===== config.mk =====
export PLATFORM = sky130hd
export DESIGN_NAME = fwd_scoreboard
export DESIGN_NICKNAME = d
export VERILOG_FILES = /design/src/rtl/fwd_scoreboard.sv
export SDC_FILE = /design/constraint.sdc
export NUM_CORES = 1
export LEC_CHECK = 0
export BUFFER_PORTS_ARGS = -buffer_cell sky130_fd_sc_hd__buf_4
export CAP_MARGIN = 20
export CORE_MARGIN = 2
export CORE_UTILIZATION = 57
export DETAILED_ROUTE_END_ITERATION = 10
export GPL_ROUTABILITY_DRIVEN = 0
export PLACE_DENSITY_LB_ADDON = 0.05
export SLEW_MARGIN = 15
export SYNTH_ARGS = -nofsm -noshare
export SYNTH_HDL_FRONTEND = slang
export SYNTH_SLANG_ARGS = --single-unit

===== constraint.sdc =====
create_clock -name clk -period 5.2 [get_ports clk]
set_input_delay 1.04 -clock clk [delete_from_list [all_inputs] [get_ports clk]]
set_output_delay 1.04 -clock clk [all_outputs]
set_load 0.02 [all_outputs]

===== src/rtl/fwd_scoreboard.sv =====
// fwd_scoreboard: operand forwarding and hazard detection for the core pipeline.
// A DEPTH-entry shift scoreboard follows in-flight register writes from X onward.
// Each entry has a countdown to the cycle its result can be forwarded.
//
// Ports:
//   clk, rst                 clock, asynchronous active-high reset
//   issue_valid/wen/rd/lat   instruction leaving ID into X (rd write, latency)
//   flush                    ID instruction killed this cycle
//   rs_id, rs_used           ID source operands (packed, REG_AW bits each) and use mask
//   fwd_sel                  per-operand select: 0 = RF, k = entry k-1 (combinational)
//   stall                    hold IF/ID, bubble into X (combinational)
//   stall_cycles, fwd_events statistics counters, present only with FWD_SCOREBOARD_STATS_EN
//
// Optional feature macro: FWD_SCOREBOARD_STATS_EN
module fwd_scoreboard #(
  parameter int unsigned REG_AW = 5,
  parameter int unsigned DEPTH  = 3,
  parameter int unsigned NSRC   = 2,
  parameter int unsigned LAT_W  = 2,
  parameter int unsigned SELW   = $clog2(DEPTH + 1)
) (
  input  logic                     clk,
  input  logic                     rst,
  input  logic                     issue_valid,
  input  logic                     issue_wen,
  input  logic [REG_AW-1:0]        issue_rd,
  input  logic [LAT_W-1:0]         issue_lat,
  input  logic                     flush,
  input  logic [NSRC*REG_AW-1:0]   rs_id,
  input  logic [NSRC-1:0]          rs_used,
  output logic [NSRC*SELW-1:0]     fwd_sel,
`ifdef FWD_SCOREBOARD_STATS_EN
  output logic [31:0]              stall_cycles,
  output logic [31:0]              fwd_events,
`endif
  output logic                     stall
);

  // Scoreboard state; index 0 is the X stage (youngest).
  logic [DEPTH-1:0]  valid_q, valid_d;
  logic [DEPTH-1:0]  wen_q, wen_d;
  logic [REG_AW-1:0] rd_q  [DEPTH];
  logic [REG_AW-1:0] rd_d  [DEPTH];
  logic [LAT_W-1:0]  cnt_q [DEPTH];
  logic [LAT_W-1:0]  cnt_d [DEPTH];

  logic [NSRC*SELW-1:0] fwd_sel_c;
  logic [NSRC-1:0]      hazard_c;
  logic                 stall_c;
  logic                 load_c;

  // Operand match: scan oldest to youngest so the youngest match overwrites.
  always_comb begin
    fwd_sel_c = '0;
    hazard_c  = '0;
    for (int j = 0; j < int'(NSRC); j++) begin
      for (int i = int'(DEPTH) - 1; i >= 0; i--) begin
        if (rs_used[j] && (rs_id[j*REG_AW +: REG_AW] != '0) && valid_q[i] && wen_q[i] &&
            (rd_q[i] == rs_id[j*REG_AW +: REG_AW])) begin
          if (cnt_q[i] == '0) begin
            fwd_sel_c[j*SELW +: SELW] = SELW'(i + 1);
            hazard_c[j]               = 1'b0;
          end else begin
            fwd_sel_c[j*SELW +: SELW] = '0;
            hazard_c[j]               = 1'b1;
          end
        end
      end
    end
    // A killed ID instruction never waits on a producer.
    stall_c = (|hazard_c) & ~flush;
  end

  assign fwd_sel = fwd_sel_c;
  assign stall   = stall_c;

  // Next scoreboard state: shift every cycle, load X only on a real issue.
  always_comb begin
    load_c     = issue_valid & ~stall_c & ~flush;
    valid_d    = '0;
    wen_d      = '0;
    valid_d[0] = load_c;
    wen_d[0]   = load_c & issue_wen;
    rd_d[0]    = load_c ? issue_rd : '0;
    cnt_d[0]   = load_c ? issue_lat : '0;
    for (int i = 1; i < int'(DEPTH); i++) begin
      valid_d[i] = valid_q[i-1];
      wen_d[i]   = wen_q[i-1];
      rd_d[i]    = rd_q[i-1];
      cnt_d[i]   = (cnt_q[i-1] == '0) ? '0 : cnt_q[i-1] - LAT_W'(1);
    end
  end

  always_ff @(posedge clk or posedge rst) begin
    if (rst) begin
      valid_q <= '0;
      wen_q   <= '0;
      for (int i = 0; i < int'(DEPTH); i++) begin
        rd_q[i]  <= '0;
        cnt_q[i] <= '0;
      end
    end else begin
      valid_q <= valid_d;
      wen_q   <= wen_d;
      for (int i = 0; i < int'(DEPTH); i++) begin
        rd_q[i]  <= rd_d[i];
        cnt_q[i] <= cnt_d[i];
      end
    end
  end

`ifdef FWD_SCOREBOARD_STATS_EN
  logic [31:0] stall_cycles_q, stall_cycles_d;
  logic [31:0] fwd_events_q, fwd_events_d;
  logic [31:0] nz_c;

  // Statistics: stall cycles and forwarded operands in non-stalled cycles.
  always_comb begin
    nz_c = '0;
    for (int j = 0; j < int'(NSRC); j++) begin
      if (fwd_sel_c[j*SELW +: SELW] != '0) nz_c = nz_c + 32'd1;
    end
    stall_cycles_d = stall_cycles_q + (stall_c ? 32'd1 : 32'd0);
    fwd_events_d   = fwd_events_q + (stall_c ? 32'd0 : nz_c);
  end

  always_ff @(posedge clk or posedge rst) begin
    if (rst) begin
      stall_cycles_q <= '0;
      fwd_events_q   <= '0;
    end else begin
      stall_cycles_q <= stall_cycles_d;
      fwd_events_q   <= fwd_events_d;
    end
  end

  assign stall_cycles = stall_cycles_q;
  assign fwd_events   = fwd_events_q;
`endif

  // An entry retiring with a nonzero countdown means an illegal issue latency.
  a_retire_ready: assert property (@(posedge clk) disable iff (rst)
    !(valid_q[DEPTH-1] && (cnt_q[DEPTH-1] != '0)));

endmodule


==> results.ini <==
[yosys]
syn_area_um2 = 1390
synth_area_leader_cell = dfrtp_1
yosysMostFrequentCell = dfrtp_1
synth_compound_area_share_pct = 7.66
synth_edf_count = 0
synthXorXnorAreaFrac_pct = 18.9
netlist_top_cells_area = dfrtp_1, xnor2_1, xor2_1
synth_fa_ha_area_share_pct = 0
synth_ff_type = dfrtp_1
synth.distinct_cells = 27
yosys-top-cells-count = dfrtp_1, xnor2_1, nand2_1
synth_fp_nets = 151
synthSimpleGateAreaFrac_pct = 24.2
ys_ff_latch = 27
async_reset_ff_share_pct = 100
avgSynthCellArea_um2 = 10.9
yosysSeqAreaShare_pct = 48.7
synth_top_cell_area_share_pct = 48.7
synth.area.mux_share_pct = 0
ys_warn_count = 0
syn_inst = 127
synth_top_family_by_area = simple AND/OR/NAND/NOR gates

[grt]
grt.total_usage_pct = 24.2
antenna_found_initial = 0
grt_max_degree = 28
grt-ovfl-total = 0
grt_pass1_vias = 1045
grt_pass1_wl_um = 4740

[drt]
wl_per_cell_um = 14.9
num_vias = 1029
drc = 0
firstDrtPassIters = 4
routed_wl_um = 2780
postRouteAntennaNets = 0
vias_per_cell = 5.50
drt_iter0_drc = 28

[clock_network]
hold_buffers = 0
post_cts_buffers = 0
clk_latency_ns = 0.33
clock_path_buffers = 2
htreeDepth = 1
tritoncts = done
cts_inserted_buffers = 3
clock-sinks = 27
cts-root-buf = clkbuf_4
cts_resized = 0
cts.clk_slew.worst_paths_ns = 0.14

[power]
power_leakage_nw = 0.785
power.share.clock_pct = 24.6
vdd_ir_drop_max_uv = 191
p_comb_share_pct = 14.9
pwr-share-seq_pct = 60.5
p_sw_share_pct = 25.6
intPower_mw = 0.275
power.net_switching_mw = 0.0947
power.total_mw = 0.370
power_per_cell_area_nw_per_um2 = 220

[die]
dieHeight_um = 53.3
die_w_um = 53.3
rows = 17
io_pins = 29
core_um2 = 2250
die-area_um2 = 2850
initial_core_util_pct = 61.5

[job]
cap_viol_max_count = 0

[timing]
hold_viol = 0
fin_skew_ns = 0.00426
relSlewSlack_pct = 63.7
tns_ns = 0
slew_violations = 0
fmax_mhz = 268
tightest_slew_ns = 0.543
min_period_ns = 3.73
fin_crit_sh_pct = 71.8
rsz0062_at_grt = no
timing.hold.ws_ns = 0.392
finalSetupViolCount = 0

[setup_path]
critical_path_class = primary input to primary output
r2r_setup_slack_ns = 3.21
r2r_start = rd_q[0]
rr_endpoint = rd_d[5]
cp-endpoint = stall
cp-startpoint = rs_id[1]
endpoint_kind = primary output
critical_path.startpoint_type = primary input
worstPathRequired_ns = 4.16
arrival_ns = 2.69
r2r_cells = 6
cp_max_fo = 4

[layout]
postLayoutCoreUtil_pct = 74.7
syn2layout_area_growth_pct = 21.4
fin_nets = 184
diodes = 0
fillers = 162
layout-drive-gt1-share_pct = 30.8

[place]
dpl.hpwl_um = 2190
port_buffers = 28

[worst_hold_path]
holdCritPathClass = flip-flop to flip-flop

[status]
status = finished clean

per-layer routing:
layer  wire [um]  global-route usage (%)
met4          17                    8.97
met1        1250                    31.5
met2        1410                    40.9
met3         113                    2.82
met5           0                       0
area by class of cell:
cell class | count | area [um^2] | share of cell area, %
inverter | 1 | 3.75 | 0.223
timing repair buffer | 29 | 238 | 14.1
sequential | 27 | 676 | 40.1
clock buffer | 3 | 22.5 | 1.34
multi-input combinational | 98 | 704 | 41.8
tap | 28 | 35.0 | 2.08
clock inverter | 1 | 5.00 | 0.297
state kept, by name, indices dropped and copies added (netlist names):
name     flops
wen_q        3
cnt_q        6
rd_d        10
rd_q         5
valid_q      3
critical path, cell delays in order:
cell and delay [ns]:
buf_4 0.13, or4_1 0.54, o21ai_2 0.21, nor4_2 0.10, o21bai_1 0.19, o21ai_0 0.22
a21oi_1 0.10, buf_4 0.16
how the worst min path moves through the flow:
stage,from,endpoint,slack [ns],cells past startpoint
2_1_floorplan,valid_q[0],valid_q[1],0.35,0
3_3_place_gp,valid_q[1],valid_q[2],0.36,0
3_5_place_dp,wen_q[0],wen_q[1],0.36,0
4_1_cts,wen_q[0],wen_q[1],0.40,0
5_1_grt,wen_q[1],wen_q[2],0.42,0
6_report,wen_q[0],wen_q[1],0.39,0
cell usage in the layout (no fill, tap or decap), drive strengths merged, types with 2 or more instances in the layout:
cell type,instances
a21oi,4
and2,2
and3,2
buf,29
clkbuf,3
dfrtp,27
nand2,14
nand3,4
nand3b,3
nand4,3
nor2,6
nor2b,3
nor3,10
nor4,5
o21ai,5
or4,2
xnor2,20
xor2,10
stage by stage:
step                      area (um^2)  worst slack [ns]  std cells
after floorplan                  1390              1.73        127
after global routing             1680              1.33        187
final                            1680              1.47        187
after CTS                        1660              1.48        186
after global placement           1630              1.50        182
after detailed placement         1630              1.49        182
cell families after synthesis:
family / count (synthesis)
compound gates: 13
xor+xnor: 30
buf+inv: 2
flops: 27
simple gates: 55
power by group through the flow:
stage          logic (mW)  clock network (mW)  registers, mW
6_report           0.0552              0.0910          0.224
5_1_grt            0.0606               0.103          0.225
4_1_cts            0.0531              0.0926          0.224
3_5_place_dp       0.0526                   0          0.228
3_3_place_gp       0.0507                   0          0.228
2_1_floorplan      0.0285                   0          0.226
(Power assumes the default switching activity.)
